**src/rtl/fetch_hazard_ctrl_if.sv**
```systemverilog
// fetch_hazard_ctrl_if
// Bundles the pipeline-side signals of the fetch/hazard controller.
//   From the pipeline:   id_inst, ex_rd, ex_mem_read, ex_bch_taken, ex_bch_tgt
//   To the fetch stage:  pc_en, stall_en, jmp_bch_en, jmp_bch_tgt
//   To the pipe regs:    if_id_en, if_id_flush, id_ex_flush
// Modports: master = controller side, slave = pipeline side.

`ifndef MEM_ADDR_WIDTH
`define MEM_ADDR_WIDTH 32
`endif
`ifndef WORD_WIDTH
`define WORD_WIDTH 32
`endif

interface fetch_hazard_ctrl_if #(
    parameter int addr_width = `MEM_ADDR_WIDTH,
    parameter int word_width = `WORD_WIDTH
);
    logic [word_width-1:0] id_inst;
    logic [4:0]            ex_rd;
    logic                  ex_mem_read;
    logic                  ex_bch_taken;
    logic [addr_width-1:0] ex_bch_tgt;

    logic                  pc_en;
    logic                  stall_en;
    logic                  jmp_bch_en;
    logic [addr_width-1:0] jmp_bch_tgt;
    logic                  if_id_en;
    logic                  if_id_flush;
    logic                  id_ex_flush;

    modport master (
        input  id_inst, ex_rd, ex_mem_read, ex_bch_taken, ex_bch_tgt,
        output pc_en, stall_en, jmp_bch_en, jmp_bch_tgt,
               if_id_en, if_id_flush, id_ex_flush
    );

    modport slave (
        output id_inst, ex_rd, ex_mem_read, ex_bch_taken, ex_bch_tgt,
        input  pc_en, stall_en, jmp_bch_en, jmp_bch_tgt,
               if_id_en, if_id_flush, id_ex_flush
    );
endinterface

```
**src/rtl/fetch_hazard_ctrl.sv**
```systemverilog
// fetch_hazard_ctrl
// Sequencing controller for the fetch stage and the IF/ID and ID/EX pipeline
// registers: load-use stall detection, redirect squashing with NOP-fetch
// slots, debug halt/resume, saturating stall/flush event counters.
// Ports:
//   clk, rst        rising-edge clock, synchronous active-high reset
//   bus             fetch_hazard_ctrl_if.master (pipeline inputs, fetch and
//                   pipe-register controls)
//   halt_req        debug halt request (level)
//   resume          debug resume (pulse)
//   halted          controller is in HALT
//   stall_cnt       saturating count of load-use stall cycles
//   flush_cnt       saturating count of taken redirects
//
// state | meaning
// ------+----------------------------------------------------------
// BOOT  | one cycle after reset: PC frozen, pipe regs loaded with NOPs
// RUN   | normal fetch; redirect / load-use / halt decisions made here
// FLUSH | NOP fetches after a redirect, slot_q counts them down
// HALT  | debug halt, PC frozen, bubbles into EX until resume

`ifndef MEM_ADDR_WIDTH
`define MEM_ADDR_WIDTH 32
`endif
`ifndef WORD_WIDTH
`define WORD_WIDTH 32
`endif

module fetch_hazard_ctrl #(
    parameter int addr_width  = `MEM_ADDR_WIDTH,
    parameter int word_width  = `WORD_WIDTH,
    parameter int FLUSH_SLOTS = 1,
    parameter int CNT_WIDTH   = 16
) (
    input  logic                 clk,
    input  logic                 rst,
    fetch_hazard_ctrl_if.master  bus,
    input  logic                 halt_req,
    input  logic                 resume,
    output logic                 halted,
    output logic [CNT_WIDTH-1:0] stall_cnt,
    output logic [CNT_WIDTH-1:0] flush_cnt
);
    localparam logic [1:0] ST_BOOT  = 2'd0;
    localparam logic [1:0] ST_RUN   = 2'd1;
    localparam logic [1:0] ST_FLUSH = 2'd2;
    localparam logic [1:0] ST_HALT  = 2'd3;

    localparam logic [2:0] SLOTS = 3'(FLUSH_SLOTS);
    localparam logic [CNT_WIDTH-1:0] CNT_ONE = {{(CNT_WIDTH-1){1'b0}}, 1'b1};

    logic [1:0]           state_q, state_d;
    logic [2:0]           slot_q, slot_d;
    logic [CNT_WIDTH-1:0] stall_cnt_q, stall_cnt_d;
    logic [CNT_WIDTH-1:0] flush_cnt_q, flush_cnt_d;

    logic [6:0] opcode;
    logic [4:0] rs1, rs2;
    logic       uses_rs1, uses_rs2, load_use;
    logic       stall_inc, flush_inc;

    // Only the opcode and source-register fields matter for hazard detection.
    logic unused_inst_bits;
    assign unused_inst_bits = ^{bus.id_inst[word_width-1:25], bus.id_inst[14:7]};

    assign opcode = bus.id_inst[6:0];
    assign rs1    = bus.id_inst[19:15];
    assign rs2    = bus.id_inst[24:20];

    always_comb begin
        uses_rs1 = 1'b0;
        uses_rs2 = 1'b0;
        case (opcode)
            7'b0110011, 7'b1100011, 7'b0100011: begin
                uses_rs1 = 1'b1;
                uses_rs2 = 1'b1;
            end
            7'b0010011, 7'b0000011, 7'b1100111: uses_rs1 = 1'b1;
            default: ;
        endcase
    end

    assign load_use = bus.ex_mem_read && (bus.ex_rd != 5'd0) &&
                      ((uses_rs1 && (bus.ex_rd == rs1)) ||
                       (uses_rs2 && (bus.ex_rd == rs2)));

    assign bus.jmp_bch_tgt = bus.ex_bch_tgt;

    always_comb begin
        bus.pc_en       = 1'b0;
        bus.stall_en    = 1'b0;
        bus.jmp_bch_en  = 1'b0;
        bus.if_id_en    = 1'b0;
        bus.if_id_flush = 1'b0;
        bus.id_ex_flush = 1'b0;
        halted          = 1'b0;
        state_d         = state_q;
        slot_d          = slot_q;
        stall_inc       = 1'b0;
        flush_inc       = 1'b0;

        case (state_q)
            ST_BOOT: begin
                bus.stall_en    = 1'b1;
                bus.if_id_flush = 1'b1;
                bus.id_ex_flush = 1'b1;
                state_d         = ST_RUN;
            end
            ST_RUN: begin
                if (bus.ex_bch_taken) begin
                    // Redirect wins over a same-cycle load-use: the stalled
                    // instruction is on the wrong path and is squashed anyway.
                    bus.jmp_bch_en  = 1'b1;
                    bus.pc_en       = 1'b1;
                    bus.if_id_flush = 1'b1;
                    bus.id_ex_flush = 1'b1;
                    flush_inc       = 1'b1;
                    if (SLOTS != 3'd0) begin
                        state_d = ST_FLUSH;
                        slot_d  = SLOTS;
                    end
                end else if (load_use) begin
                    bus.id_ex_flush = 1'b1;
                    stall_inc       = 1'b1;
                end else begin
                    bus.pc_en    = 1'b1;
                    bus.if_id_en = 1'b1;
                    if (halt_req) state_d = ST_HALT;
                end
            end
            ST_FLUSH: begin
                // Only bubbles are in EX here, so ex_bch_taken cannot be real.
                bus.pc_en    = 1'b1;
                bus.stall_en = 1'b1;
                bus.if_id_en = 1'b1;
                slot_d       = slot_q - 3'd1;
                if (slot_q <= 3'd1) begin
                    state_d = ST_RUN;
                    slot_d  = 3'd0;
                end
            end
            default: begin
                bus.stall_en    = 1'b1;
                bus.id_ex_flush = 1'b1;
                halted          = 1'b1;
                if (resume) state_d = ST_RUN;
            end
        endcase
    end

    always_comb begin
        stall_cnt_d = stall_cnt_q;
        flush_cnt_d = flush_cnt_q;
        if (stall_inc && (stall_cnt_q != {CNT_WIDTH{1'b1}}))
            stall_cnt_d = stall_cnt_q + CNT_ONE;
        if (flush_inc && (flush_cnt_q != {CNT_WIDTH{1'b1}}))
            flush_cnt_d = flush_cnt_q + CNT_ONE;
    end

    always_ff @(posedge clk) begin
        if (rst) begin
            state_q     <= ST_BOOT;
            slot_q      <= 3'd0;
            stall_cnt_q <= '0;
            flush_cnt_q <= '0;
        end else begin
            state_q     <= state_d;
            slot_q      <= slot_d;
            stall_cnt_q <= stall_cnt_d;
            flush_cnt_q <= flush_cnt_d;
        end
    end

    assign stall_cnt = stall_cnt_q;
    assign flush_cnt = flush_cnt_q;

endmodule

```
**src/flat_wrapper.sv**
```systemverilog
// flat-port wrapper written by rule: the top's interface ports become plain ports
module fetch_hazard_ctrl_flat 
#(
    parameter int addr_width  = `MEM_ADDR_WIDTH,
    parameter int word_width  = `WORD_WIDTH,
    parameter int FLUSH_SLOTS = 1,
    parameter int CNT_WIDTH   = 16
)
  (clk, rst, halt_req, resume, halted, stall_cnt, flush_cnt, bus_id_inst, bus_ex_rd, bus_ex_mem_read, bus_ex_bch_taken, bus_ex_bch_tgt, bus_pc_en, bus_stall_en, bus_jmp_bch_en, bus_jmp_bch_tgt, bus_if_id_en, bus_if_id_flush, bus_id_ex_flush);
  fetch_hazard_ctrl_if #(.addr_width(addr_width), .word_width(word_width)) bus_i ();
  input  logic clk;
  input  logic rst;
  input  logic halt_req;
  input  logic resume;
  output logic halted;
  output logic [CNT_WIDTH-1:0] stall_cnt;
  output logic [CNT_WIDTH-1:0] flush_cnt;
  input wire logic [$bits(bus_i.id_inst)-1:0] bus_id_inst;
  input wire logic [$bits(bus_i.ex_rd)-1:0] bus_ex_rd;
  input wire logic [$bits(bus_i.ex_mem_read)-1:0] bus_ex_mem_read;
  input wire logic [$bits(bus_i.ex_bch_taken)-1:0] bus_ex_bch_taken;
  input wire logic [$bits(bus_i.ex_bch_tgt)-1:0] bus_ex_bch_tgt;
  output wire logic [$bits(bus_i.pc_en)-1:0] bus_pc_en;
  output wire logic [$bits(bus_i.stall_en)-1:0] bus_stall_en;
  output wire logic [$bits(bus_i.jmp_bch_en)-1:0] bus_jmp_bch_en;
  output wire logic [$bits(bus_i.jmp_bch_tgt)-1:0] bus_jmp_bch_tgt;
  output wire logic [$bits(bus_i.if_id_en)-1:0] bus_if_id_en;
  output wire logic [$bits(bus_i.if_id_flush)-1:0] bus_if_id_flush;
  output wire logic [$bits(bus_i.id_ex_flush)-1:0] bus_id_ex_flush;
  assign bus_i.id_inst = bus_id_inst;
  assign bus_i.ex_rd = bus_ex_rd;
  assign bus_i.ex_mem_read = bus_ex_mem_read;
  assign bus_i.ex_bch_taken = bus_ex_bch_taken;
  assign bus_i.ex_bch_tgt = bus_ex_bch_tgt;
  assign bus_pc_en = bus_i.pc_en;
  assign bus_stall_en = bus_i.stall_en;
  assign bus_jmp_bch_en = bus_i.jmp_bch_en;
  assign bus_jmp_bch_tgt = bus_i.jmp_bch_tgt;
  assign bus_if_id_en = bus_i.if_id_en;
  assign bus_if_id_flush = bus_i.if_id_flush;
  assign bus_id_ex_flush = bus_i.id_ex_flush;
  fetch_hazard_ctrl #(.addr_width(addr_width), .word_width(word_width), .FLUSH_SLOTS(FLUSH_SLOTS), .CNT_WIDTH(CNT_WIDTH)) u_core (.clk(clk), .rst(rst), .bus(bus_i), .halt_req(halt_req), .resume(resume), .halted(halted), .stall_cnt(stall_cnt), .flush_cnt(flush_cnt));
endmodule
```
**config.mk**
```make
export PLATFORM = sky130hd
export DESIGN_NAME = fetch_hazard_ctrl_flat
export DESIGN_NICKNAME = d
export VERILOG_FILES = /design/src/rtl/fetch_hazard_ctrl_if.sv /design/src/rtl/fetch_hazard_ctrl.sv /design/src/flat_wrapper.sv
export SDC_FILE = /design/constraint.sdc
export NUM_CORES = 1
export LEC_CHECK = 0
export CAP_MARGIN = 40
export CORE_MARGIN = 2
export CORE_UTILIZATION = 38
export CTS_CLUSTER_SIZE = 30
export DETAILED_ROUTE_END_ITERATION = 8
export PLACE_DENSITY = 0.9
export SLEW_MARGIN = 15
export SYNTH_ARGS = -nofsm -noshare
export SYNTH_HDL_FRONTEND = slang
export SYNTH_SLANG_ARGS = --single-unit
```
**constraint.sdc**
```tcl
create_clock -name clk -period 2.9 [get_ports clk]
set_input_delay 0.29 -clock clk [delete_from_list [all_inputs] [get_ports clk]]
set_output_delay 0.29 -clock clk [all_outputs]
set_load 0.005 [all_outputs]
```
==> flow_summary.ini <==
[logic_synthesis]
synth-seq-cells = 37
ys_types = 47
syn_area_sq_um = 2484
synth-adder-area-share_pct = 4.030
synth_edf_count = 0
yosys.area.top_type_share_pct = 29.82
syn_avg_cell_area_sq_um = 8.064
synth_mux_area_share_pct = 0.8060
yosys_most_used_dff = dfxtp_1
seq_area_frac_synth_pct = 29.82
yosysTopAreaCell = dfxtp_1
ys_warn_count = 0
synth-compound-area-share_pct = 16.37
synth_nets = 391
synth_area_leaders = dfxtp_1 (30%), buf_4 (10%), xnor2_1 (5.6%)
yosys.area_share.simple_pct = 27.81
async_flop_share_pct = 0
synth_cells = 308
synth_xor_area_share_pct = 8.111
synth_top_family_by_area = simple AND/OR/NAND/NOR gates

[clock_tree]
root_buffer = clkbuf_8
htreeDepth = 2
cts_hold_buf = 0
cts.reportedPaths.clkPinSlew_ns = 0.07
clock_sinks = 37
cts_buffer_depth = 2
clock_latency_ns = 0.29
postCtsSetupBuffers = 0
cts_tree = built
cts_buffers = 5
post_cts_resized = 0

[global_routing]
grt_pass1_wl_microns = 10120
top_usage_layer = met2
grt_usage_pct = 17.09
overflow = 0
use_met3_pct = 5.642
grt_pass1_vias = 2220
antenna_found_initial = 0
grt_use_met1_pct = 19.82
grt_max_degree = 35
met2_usage_pct = 29.06

[worst_setup_path]
critPathLaunchType = input port
cp_cell_sequence = clkdlybuf4s50_1, nor4_1, a21o_1, nor4_1, nor2_1, clkdlybuf4s50_1
worstPathArrival_ns = 2.33
worstRegToRegCells = 7
cp_max_fo = 7
cpMaxStageDelayCell = nor4_1
timing.rr.start = u_core.state_q[1]
worst-path-buf-inv = 2
cp_top_family = buffers and inverters
cp.required_ns = 2.61
end_kind = output port
path_class = in -> out
crit_path_max_incr_delay_ns = 0.51
r2r_end = u_core.stall_cnt[2]
regToRegSetupSlack_ns = 0.42

[die]
top_level_ports = 146
start_util_pct = 39.11
die_h_microns = 84.85
rows = 29
dieWidth_microns = 84.85
coreArea_sq_um = 6350
die_area_sq_um = 7199

[route]
drtIter0Drc = 160
drtAntennaViolNets = 0
drt-total-wl_microns = 6291
drcViolationCount = 0
route.vias.total = 2392
routed_via_density = 5.695
drt_first_pass_iters = 4
wl_per_cell_microns = 14.98

[worst_hold_path]
min_from = u_core.slot_q[2]
hold_path_class = reg -> reg
worstHoldPathCells = 2
holdPathEnd = u_core.slot_q[2]

[timing]
final_max_slew_viol_count = 0
setup_violations = 0
whs_ns = 0.5122
max_freq_ghz = 0.3817
fin_crit_sh_pct = 90.34
tns_ns = 0
worst_slew_margin_rel_pct = 54.45
tightest_slew_ns = 0.6660
fin_crit_ns = 2.620
hold_viol_final = 0
rsz0062_at_grt = no
finClkSkew_ns = 0.006090

[finish]
stdcell_count = 420
syn_to_final_growth_pct = 24.38
fillers = 599
fin_nets = 425
layout-drive-gt1-share_pct = 6.997
final_cell_area_sq_um = 3089
diodes = 0

[place]
gp_congestion = 0.8780
post_dp_cell_area_sq_um = 2988
port_buffers = 66
hpwl_microns = 4795
dp.cells = 412

[power_and_ir_drop]
powerDensity_nw_per_um2 = 430.4
ir_drop_uv = 254.6
p_leak_nw = 1.013

[run]
cap_violations = 0

[run_status]
outcome = complete, no violations
==> synth_stat cells, drive strengths merged, types with 2 or more instances <==
cell      n
dfxtp    37
buf      35
nor2     28
a21oi    18
nand3    16
xnor2    16
nand2    14
nand4    14
o21ai    13
nor4     11
or4      10
clkbuf    9
inv       9
ha        8
o31ai     8
xor2      7
or3       6
and3      5
a211oi    4
nor3      4
and4      3
nand2b    3
o21a      3
a2111oi   2
mux2i     2
nand4b    2
o2111ai   2
o211ai    2
o21ba     2
o31a      2
or2       2
or4b      2
==> power by group <==
part	leakage (nW)	internal [mW]	switching, mW	total [mW]
combinational	0.660	0.196	0.174	0.369
clock	0.0542	0.215	0.184	0.399
sequential	0.299	0.531	0.0303	0.561
total	1.01	0.941	0.388	1.33
==> metrics by stage <==
step | setup WS (ns) | utilization, % | total power [mW]
floorplan | 0.6522 | - | 0.8038
global placement | 0.3417 | 47.05 | 0.9275
detailed placement | 0.3129 | 47.05 | 0.9377
CTS | 0.2985 | 48.65 | 1.339
global route | 0.1702 | 48.65 | 1.402
finish | 0.2802 | 48.65 | 1.330
==> tightest hold or removal path: stages, from the launching register on <==
cell	delay, ns
dfxtp_1	0.33
o21ai_0	0.08
a21oi_1	0.06
==> worst max-delay path by stage <==
stage                                    from                   end  slack, ns  cells past startpoint
after global placement           bus_ex_rd[0]             bus_pc_en       0.34                      6
after CTS                        bus_ex_rd[0]             bus_pc_en       0.30                      6
after global routing             bus_ex_rd[0]          bus_if_id_en       0.17                      6
after detailed placement         bus_ex_rd[2]       bus_id_ex_flush       0.31                      7
final                            bus_ex_rd[0]             bus_pc_en       0.28                      6
after floorplan           u_core.stall_cnt[0]  u_core.stall_cnt[11]       0.65                      8
==> layout make-up <==
class | count | area, sq um | area share [%]
timing repair buffer | 71 | 698.2 | 22.60
multi-input combinational | 218 | 1419 | 45.93
clock inverter | 1 | 5.005 | 0.1620
sequential | 37 | 740.7 | 23.98
tap | 77 | 96.34 | 3.119
clock buffer | 7 | 96.34 | 3.119
inverter | 9 | 33.78 | 1.094
==> state kept, by name, indices dropped and copies added, names as in the netlist <==
register	count
u_core.slot_q	3
u_core.stall_cnt	16
u_core.state_q	2
u_core.flush_cnt	16
==> cells in the final DEF, fill, tap and decap left out, types with 4 or more instances in the layout <==
cell type,n
a211oi_1,4
a21oi_1,18
and3_1,5
buf_4,5
clkbuf_8,7
clkdlybuf4s50_1,66
dfxtp_1,37
ha_1,8
inv_1,9
nand2_1,14
nand3_1,16
nand4_1,13
nor2_1,28
nor3_1,4
nor4_1,11
o21ai_0,13
o31ai_1,8
or3_1,6
or4_1,8
xnor2_1,16
xor2_1,7
==> routing by layer <==
| layer | vias up | part of all wire (%) | wire length, microns |
|---|---|---|---|
| met5 | - | 0 | 0 |
| met4 | 0 | 2.1 | 129 |
| met3 | 18 | 9.9 | 625 |
| met2 | 105 | 48 | 3045 |
| met1 | 1099 | 40 | 2490 |
| li1 | 1170 | - | - |
==> kinds of logic after synthesis <==
family                     after synthesis
AOI/OAI and AO/OA                       62
adders and majority gates                8
buffers and inverters                   53
xor gates and xnor gates                23
muxes                                    2
and+or+nand+nor                        123
DFF                                     37
Power figures use the tool's default switching activity.
